[config.mk]
export PLATFORM = sky130hd
export DESIGN_NAME = spi_cmd_deframer
export DESIGN_NICKNAME = d
export VERILOG_FILES = /design/src/rtl/spi_cmd_deframer.sv
export SDC_FILE = /design/constraint.sdc
export NUM_CORES = 1
export LEC_CHECK = 0
export BUFFER_PORTS_ARGS = -buffer_cell sky130_fd_sc_hd__buf_4
export CORE_MARGIN = 2
export CORE_UTILIZATION = 45
export CTS_BUF_LIST = sky130_fd_sc_hd__clkbuf_16
export CTS_CLUSTER_SIZE = 24
export DETAILED_ROUTE_END_ITERATION = 7
export GPL_ROUTABILITY_DRIVEN = 0
export HOLD_SLACK_MARGIN = 0.02
export PLACE_DENSITY = 0.66
export SLEW_MARGIN = 20
export SYNTH_ARGS = -nofsm -noshare
export SYNTH_HDL_FRONTEND = slang
export SYNTH_SLANG_ARGS = --single-unit
[constraint.sdc]
create_clock -name clk_i -period 4 [get_ports clk_i]
set_input_delay 0.8 -clock clk_i [delete_from_list [all_inputs] [get_ports clk_i]]
set_output_delay 0.8 -clock clk_i [all_outputs]
set_load 0.1 [all_outputs]
[src/rtl/spi_cmd_deframer.sv]
`default_nettype none
// ============================================================================
// Module   : spi_cmd_deframer
// Purpose  : Turns the synchronized SPI byte stream from the host into
//            committed command frames. A frame is a header byte, which carries
//            the command code in bits [4:1], followed by a fixed number of
//            parameter bytes and, for the streaming command only, any number
//            of payload bytes.
//            A command is committed only when its frame is complete and chip
//            select has risen. Short or overlong frames are discarded.
//            Payload bytes of the streaming command are forwarded one byte at
//            a time as they arrive.
// Ports    : clk_i          system clock
//            reset_i        synchronous reset, active high
//            ncsSync_i      chip select, already synchronized, active low
//            byteValid_i    one-cycle pulse: new byte on byteData_i
//            byteData_i     received SPI byte
//            cmd_o          committed command code, held until the next commit
//            cmdValid_o     one-cycle commit strobe
//            params_o       8 x 16-bit parameter words, word k = [16k+15:16k]
//            streamData_o   payload byte of a streaming frame
//            streamValid_o  one-cycle strobe per payload byte
//            fifoClr_o      one-cycle pulse at each frame start
//            frameErr_o     one-cycle pulse when a frame is discarded
//            errCnt_o       saturating count of discarded frames
// Config   : FRAME_CHECKSUM_EN - when defined, each frame carries one checksum
//            byte after the last parameter byte. The checksum is the XOR of
//            the header and all parameter bytes.
// Revision : 1.0 - initial release
// ============================================================================
module spi_cmd_deframer #(
    parameter int unsigned PARAM_BYTES      = 8,
    parameter int unsigned LONG_CMD         = 10,
    parameter int unsigned LONG_PARAM_BYTES = 16,
    parameter int unsigned STREAM_CMD       = 8
) (
    input  logic         clk_i,
    input  logic         reset_i,
    input  logic         ncsSync_i,
    input  logic         byteValid_i,
    input  logic [7:0]   byteData_i,
    output logic [3:0]   cmd_o,
    output logic         cmdValid_o,
    output logic [127:0] params_o,
    output logic [7:0]   streamData_o,
    output logic         streamValid_o,
    output logic         fifoClr_o,
    output logic         frameErr_o,
    output logic [7:0]   errCnt_o
);

    localparam logic [3:0] c_longCmd   = 4'(LONG_CMD);
    localparam logic [3:0] c_streamCmd = 4'(STREAM_CMD);
    localparam logic [4:0] c_nbNormal  = 5'(PARAM_BYTES);
    localparam logic [4:0] c_nbLong    = 5'(LONG_PARAM_BYTES);

    typedef enum logic [2:0] {
        S_IDLE   = 3'd0,
        S_HDR    = 3'd1,
        S_PARAM  = 3'd2,
        S_CHK    = 3'd3,
        S_TAIL   = 3'd4,
        S_COMMIT = 3'd5
    } state_t;

    state_t        state_q, state_d;
    logic [3:0]    cmdBuf_q, cmdBuf_d;
    logic [4:0]    byteCnt_q, byteCnt_d;
    logic [4:0]    nBytes_q, nBytes_d;
    logic [15:0]   shadow_q [8];
    logic [15:0]   shadow_d [8];
    logic [127:0]  shadowFlat;

    logic [3:0]    cmd_q, cmd_d;
    logic          cmdValid_q, cmdValid_d;
    logic [127:0]  params_q, params_d;
    logic [7:0]    streamData_q, streamData_d;
    logic          streamValid_q, streamValid_d;
    logic          fifoClr_q, fifoClr_d;
    logic          frameErr_q, frameErr_d;
    logic [7:0]    errCnt_q, errCnt_d;

`ifdef FRAME_CHECKSUM_EN
    logic [7:0]    chk_q, chk_d;
`endif

    // Flattened view of the shadow words, loaded into params at commit.
    generate
        for (genvar k = 0; k < 8; k++) begin : g_pack
            assign shadowFlat[16*k +: 16] = shadow_q[k];
        end
    endgenerate

    // ------------------------------------------------------------------
    // Next-state and output logic
    // ------------------------------------------------------------------
    always_comb begin
        state_d       = state_q;
        cmdBuf_d      = cmdBuf_q;
        byteCnt_d     = byteCnt_q;
        nBytes_d      = nBytes_q;
        shadow_d      = shadow_q;
        cmd_d         = cmd_q;
        params_d      = params_q;
        cmdValid_d    = 1'b0;
        streamData_d  = streamData_q;
        streamValid_d = 1'b0;
        fifoClr_d     = 1'b0;
        frameErr_d    = 1'b0;
`ifdef FRAME_CHECKSUM_EN
        chk_d         = chk_q;
`endif

        // Chip select has priority over a byte arriving in the same cycle.
        // Any such byte is dropped.
        case (state_q)
            S_IDLE: begin
                if (!ncsSync_i) begin
                    state_d   = S_HDR;
                    fifoClr_d = 1'b1;
                end
            end

            S_HDR: begin
                if (ncsSync_i) begin
                    // Empty select: chip select went low and high with no
                    // header byte. This is not an error.
                    state_d = S_IDLE;
                end else if (byteValid_i) begin
                    cmdBuf_d  = byteData_i[4:1];
                    byteCnt_d = 5'd0;
                    nBytes_d  = (byteData_i[4:1] == c_longCmd) ? c_nbLong : c_nbNormal;
`ifdef FRAME_CHECKSUM_EN
                    chk_d     = byteData_i;
`endif
                    state_d   = S_PARAM;
                end
            end

            S_PARAM: begin
                if (ncsSync_i) begin
                    state_d    = S_IDLE;
                    frameErr_d = 1'b1;
                end else if (byteValid_i) begin
                    // Bytes fill the words little-endian. A legal frame has
                    // at most 16 bytes, so byteCnt[3:1] is always in range.
                    if (byteCnt_q[0]) begin
                        shadow_d[byteCnt_q[3:1]][15:8] = byteData_i;
                    end else begin
                        shadow_d[byteCnt_q[3:1]][7:0] = byteData_i;
                    end
                    byteCnt_d = byteCnt_q + 5'd1;
`ifdef FRAME_CHECKSUM_EN
                    chk_d     = chk_q ^ byteData_i;
`endif
                    if (byteCnt_q == nBytes_q - 5'd1) begin
`ifdef FRAME_CHECKSUM_EN
                        state_d = S_CHK;
`else
                        state_d = S_TAIL;
`endif
                    end
                end
            end

`ifdef FRAME_CHECKSUM_EN
            S_CHK: begin
                if (ncsSync_i) begin
                    state_d    = S_IDLE;
                    frameErr_d = 1'b1;
                end else if (byteValid_i) begin
                    if (byteData_i == chk_q) begin
                        state_d = S_TAIL;
                    end else begin
                        state_d    = S_IDLE;
                        frameErr_d = 1'b1;
                    end
                end
            end
`endif

            S_TAIL: begin
                if (ncsSync_i) begin
                    // Load the commit registers here so that cmd and params
                    // are valid in the same cycle as the commit strobe.
                    state_d    = S_COMMIT;
                    cmd_d      = cmdBuf_q;
                    params_d   = shadowFlat;
                    cmdValid_d = 1'b1;
                end else if (byteValid_i) begin
                    if (cmdBuf_q == c_streamCmd) begin
                        streamData_d  = byteData_i;
                        streamValid_d = 1'b1;
                    end else begin
                        // Extra byte after a non-streaming frame: the frame
                        // is overlong.
                        state_d    = S_IDLE;
                        frameErr_d = 1'b1;
                    end
                end
            end

            S_COMMIT: begin
                state_d = S_IDLE;
            end

            default: begin
                state_d = S_IDLE;
            end
        endcase

        errCnt_d = errCnt_q;
        if (frameErr_d && (errCnt_q != 8'hFF)) begin
            errCnt_d = errCnt_q + 8'd1;
        end
    end

    // ------------------------------------------------------------------
    // State and output registers
    // ------------------------------------------------------------------
    always_ff @(posedge clk_i) begin
        if (reset_i) begin
            state_q       <= S_IDLE;
            cmdBuf_q      <= 4'd0;
            byteCnt_q     <= 5'd0;
            nBytes_q      <= 5'd0;
            for (int i = 0; i < 8; i++) begin
                shadow_q[i] <= 16'd0;
            end
            cmd_q         <= 4'd0;
            cmdValid_q    <= 1'b0;
            params_q      <= 128'd0;
            streamData_q  <= 8'd0;
            streamValid_q <= 1'b0;
            fifoClr_q     <= 1'b0;
            frameErr_q    <= 1'b0;
            errCnt_q      <= 8'd0;
`ifdef FRAME_CHECKSUM_EN
            chk_q         <= 8'd0;
`endif
        end else begin
            state_q       <= state_d;
            cmdBuf_q      <= cmdBuf_d;
            byteCnt_q     <= byteCnt_d;
            nBytes_q      <= nBytes_d;
            shadow_q      <= shadow_d;
            cmd_q         <= cmd_d;
            cmdValid_q    <= cmdValid_d;
            params_q      <= params_d;
            streamData_q  <= streamData_d;
            streamValid_q <= streamValid_d;
            fifoClr_q     <= fifoClr_d;
            frameErr_q    <= frameErr_d;
            errCnt_q      <= errCnt_d;
`ifdef FRAME_CHECKSUM_EN
            chk_q         <= chk_d;
`endif
        end
    end

    assign cmd_o         = cmd_q;
    assign cmdValid_o    = cmdValid_q;
    assign params_o      = params_q;
    assign streamData_o  = streamData_q;
    assign streamValid_o = streamValid_q;
    assign fifoClr_o     = fifoClr_q;
    assign frameErr_o    = frameErr_q;
    assign errCnt_o      = errCnt_q;

endmodule
`default_nettype wire

Yosys cells after proc, flatten, opt, wreduce, memory -nomap -nowiden --
Cells that the tools add are included.
Storage, ports and cells: bits in registers 297, bits in latches 0, memory bits (writable) 0, ROM bits 0, bits of input ports 12, output and inout port bits 152, logic and storage cells 90, memories 0
Cells by class: $add $sub $neg 3, multiply operators 0, divide/modulo/power cells 0, order comparisons 2, equality and inequality tests 17, shift operators 0, multiplexer cells 30, bitwise logic cells 5, reduce and logical (&&, ||, !) cells 13
Operators by type and width (count):
- $bwmux W128 | 2
- $mux W128 | 1
- $demux W16 S3 | 2
- $mux W3 | 9
- $mux W5 | 5
- $mux W16 | 1
- $ne A3 B3 Y1 const B | 5
- $pmux W3 S4 | 1
- $ne A2 B2 Y1 const B | 5
- $pmux W5 S2 | 1
- $add A8 B1 Y8 const B | 1
- $eq A4 B4 Y1 const B | 2
- $mux W8 | 1
- $ne A8 B8 Y1 const B | 1
- $mux W1 | 6
- $reduce_and A3 Y1 | 2
- $reduce_and A6 Y1 | 1
- $add A5 B1 Y5 const B | 1
- $eq A5 B5 Y1 | 1
- $reduce_and A5 Y1 | 1
- $sub A5 B1 Y5 const B | 1
- $ge A4 B4 Y1 const B | 1
- $lt A4 B1 Y1 const B | 1
- $not A1 Y1 | 4
- 12 further kinds | 14

Logic depth before layout (Yosys ltp) --
word-level depth 7, gate-level depth with buffers 8, mapped depth without buffers 5

Worst setup path before layout --
No wires, ideal clock.
path type input port to flip-flop, from input ncsSync_i, to register shadow_q, in the netlist shadowFlat[24], setup time 0.128 ns, arrival 2.081 ns, required time 3.872 ns, path slack 1.792 ns, stages 6, buffers on the path 2, path through nand2b_1 clkbuf_1 or4b_1 buf_2 mux2i_1 nor2_1
Between the ends: longest elaborated chain between the ends 2
Ends and longest elaborated chain:
- from (decl) | line 39 | input logic ncsSync_i,
- $not A1 Y1 (no line)
- $reduce_and A3 Y1 (no line)
- to (signal assigned) | line 246 | shadow_q <= shadow_d;
- to (decl) | line 70 | logic [15:0] shadow_q [8];
No other way between the ends. A chain may end at the register's enable or synchronous reset.

Final worst setup path --
from register state_q[2], to register params_q[93] (netlist: params_o[93])
Between the ends: longest elaborated chain between the ends 2
Ends and longest elaborated chain:
- from (decl) | line 66 | state_t state_q, state_d;
- from (signal assigned) | line 242 | state_q <= state_d;
- $eq A3 B3 Y1 | line 116 | case (state_q)
- $reduce_and A2 Y1 (no line)
- to (signal assigned) | line 249 | params_q <= params_d;
- to (decl) | line 76 | logic [127:0] params_q, params_d;
No other way between the ends.

==> run summary <==
The flow ran to the end, and the final reports show no timing, DRC or antenna violations. The first detailed-routing pass took 6 iterations. Cell internal power was estimated by the tool at around 4500 uW. In this run, the number of DRC markers left after iteration 0 of detailed routing was 583. The final hold violation count came out at 0. The nature of the critical path startpoint is a flip-flop. The minimum clock period after layout is 2.54 ns. At the pin with the least slew margin, the transition time is between 0.9 and 1 ns. Data arrives at the worst endpoint at 3.00 ns. The share of total power dissipated in sequential elements is 0.505. The initial antenna violation count is 0. The worst path setup slack after routing is 1.46 ns. The final routed wirelength across all metal layers came out at 26800 um. The Yosys step of the flow raised 0 warnings. Detailed routing inserted a total of about 8500 vias. The areal power density over the cells came out at between 400 and 500 nW/um2. The path class of the tightest hold or removal check is flip-flop to flip-flop. Summed over all failing endpoints, the final setup total negative slack is 0 ns.

In this run the number of H-tree levels came out at 1. The largest fanout of any net on the critical path came out at 50. For this run, the register share of the synthesized area comes to 0.547. The tool flagged a number of max-cap violations equal to 0.

The combined flip-flop and latch cell area is 5890 um2. The relative area change from synthesis to final layout came out at 21.5%. The core area is around 23000 um2. The initial cell density of the core is 0.458. Walking the worst path, the cells encountered are nor3b_1 -> and2_4 -> buf_4 -> nand2_1 -> a21oi_1. The clock sink count came out at 294. The largest single stage delay on the critical path is 0.65 ns.

The static leakage power came out at 0.00548 uW. The first global-routing pass estimated 41800 um of wire. For this design, the slowest cell found on the critical path is sky130_fd_sc_hd__and2_4.

The DRC violation count after routing came out at 0. The floorplan step defined a die boundary enclosing around 25000 um2. The worst hold margin is between 0.4 and 0.5 ns. The area occupied by multi-input gates is 4510 um2. The sort of element at the end of the critical path is a flip-flop. The final max-slew violation count came out at 0. The total nets after synthesis came out at 1221. The layout has around 2200 filler cells. Across every metal layer, demand over resource in global routing totals 0.210. The clock latency on the worst-skew pair came out at 0.54 ns.

The maximum resistive drop on vdd is ~300 uV. The wire length per cell after detailed routing is 16.1 um. The part of the total power dissipated in the clock network came out at 0.463. The critical path data required time is 4.46 ns. The complex-gate fraction of the synthesized area was 0.0917.

The average size of a mapped cell is 8.91 um2. The repair_antennas step left the layout with diodes totalling 0. Setup repair after global routing left no endpoint under its margin.

The HPWL after detailed placement is 16800 um. The worst clock skew on the final layout came out at ~0.01 ns. The maximum number of pins on one net before global-route repair is roughly 110. Summed over all nets, the switching power comes to 1270 uW. The gate count after technology mapping came out at roughly 1200. The total number of placement rows came out at 56. Global routing finished with a remaining overflow of 0. The via count of the first global-routing pass came out at 7732.

The total standard cell area after synthesis is 10800 um2. Synthesis inferred a little under 300 register bits. The layout net count came out at 1335. From bottom edge to top edge, the die measures 159 um.

The post-CTS setup buffer count is 0. Headroom to the max-slew limit came out at 0.341. The number of buffers created by CTS is 30. The count of flip-flops with a built-in enable after synthesis came out at 0.

Clock tree synthesis selected as its root buffer the cell sky130_fd_sc_hd__clkbuf_16. 164 I/O pins were placed. The proportion of synthesized area in mux cells is 0.120. The worst slack at placement came out at about 1.2 ns. TritonCTS built the clock tree. Derived from the worst setup path, the maximum achievable clock frequency is 0.394 GHz. Of all flip-flops after synthesis, the portion carrying an async set or reset was 0. The portion of total power attributed to combinational logic came out at 0.031. The category of the critical setup timing path is flip-flop to flip-flop. The hold buffer count at cts is 0. Of the total power, the share spent switching nets is 0.219. The count of port buffers added during placement is between 150 and 200. The area fraction in and, or, nand and nor cells after synthesis came out at 0.200. The via count normalized by instance count came out at roughly 5.1.

The xor/xnor cell area share of the yosys netlist came out at 0.00326. The post-cts resize count came out at 0. The ratio of cells with drive above 1 in the final layout came out at 0.169. Setup violations remaining at the end of the flow were counted as 0. After clock tree synthesis, the clock-pin slew on the worst setup and hold paths is roughly 0.06 ns. The main combinational cell family by area after synthesis is simple AND/OR/NAND/NOR gates.

For this run, the leading register cell type out of synthesis is sky130_fd_sc_hd__dfxtp_1. Counting distinct cell types in the post-synthesis netlist gives 49. The maximum clock insertion buffer count is 3. Of the total synthesized cell area, the portion taken by full adders, half adders and majority gates is 0.00233. The final antenna-violating net count is 0. The final critical-path share of the clock period came out at 0.635.

The horizontal die dimension came out at between 150 and 200 um.
-- cells in the mapped netlist (all sizes together) (3+ instances only) --
master	count	area [um2]
o41ai	4	35.0
o21ai	11	55.1
a21oi	155	776
and2	5	31.3
nor3b	4	40.0
nor2b	8	50.1
nor3	5	25.0
dfxtp	294	5890
xnor2	3	26.3
or4b	3	30.0
or4	4	30.0
mux2i	129	1290
inv	5	18.8
nand3	16	97.6
nand4	6	37.5
nor4	5	91.3
nand2	359	1370
buf	18	95.1
nor2	73	274
clkbuf	72	272
-- layer usage --
layer	global-route usage	share of wire	vias to the layer above
met4	0.0408	0.011	0
li1	-	-	4238
met1	0.290	0.46	4001
met5	0	0	-
met3	0.0441	0.066	23
met2	0.341	0.46	213
-- cell type report --
type,count,area share
Sequential cell,294,0.450
Multi-Input combinational cell,818,0.345
Timing Repair Buffer,172,0.100
Clock buffer,31,0.0593
Tap cell,319,0.0305
Clock inverter,24,0.0138
Inverter,5,0.00144
-- registers in the layout (all words and copies together) (netlist names) --
signal / cells
byteCnt_q: 5
cmdBuf_q: 4
cmdValid_o: 1
cmd_o: 4
errCnt_o: 8
fifoClr_o: 1
frameErr_o: 1
nBytes_q: 2
params_o: 128
shadowFlat: 128
state_q: 3
streamData_o: 8
streamValid_o: 1
-- critical path, delay by kind of cell, from the launching register on --
family,cells,cell delay (ns)
DFF,1,0.54
and+or+nand+nor,3,1.34
buffers and inverters,1,0.44
AOI/OAI and AO/OA,1,0.12
-- path summary, 6_finish.rpt --
path / cells after the start / endpoint / start / slack (ns)
max: 5 / params_o[93]$_SDFFE_PP0N_ / state_q[2]$_SDFFE_PP0P_ / 1.46
min reg2reg: 2 / params_o[62]$_SDFFE_PP0N_ / shadowFlat[62]$_SDFFE_PP0P_ / 0.45
max reg2reg: 5 / params_o[93]$_SDFFE_PP0N_ / state_q[2]$_SDFFE_PP0P_ / 1.46
min: 2 / params_o[62]$_SDFFE_PP0N_ / shadowFlat[62]$_SDFFE_PP0P_ / 0.45
-- placed cells by master, fill, tap and decap left out, drive strengths merged, types with 15 or more instances in the layout --
cell,n
nand3,16
a21oi,155
nand2,359
mux2i,129
nor2,73
buf,171
dfxtp,294
clkinv,15
clkbuf,32
-- power by group through the flow --
| stage | sequential (uW) | combinational (uW) | clock [uW] |
|---|---|---|---|
| after floorplan | 3010 | 112 | 0 |
| after global placement | 3000 | 185 | 0 |
| after detailed placement | 3000 | 184 | 0 |
| after CTS | 2940 | 184 | 2750 |
| after global routing | 2940 | 196 | 2870 |
| final | 2940 | 183 | 2690 |
-- cells by family (layout without fill, tap and decap cells) --
logic type      Yosys count  after routing
xor+xnor                  4              4
fa+ha+maj                 2              2
flops                   294            294
buf+inv                  95            232
simple gates            498            498
compound gates          185            185
mux                     129            129
-- through the flow --
step	util	power, uW	instances	instance area [um2]
after global placement	0.516	3190	1607	12100
final	0.557	5820	1663	13100
after floorplan	-	3120	1207	10800
after global routing	0.557	6010	1663	13100
after detailed placement	0.516	3190	1607	12100
after CTS	0.557	5880	1662	13100
(Power assumes the default switching activity.)
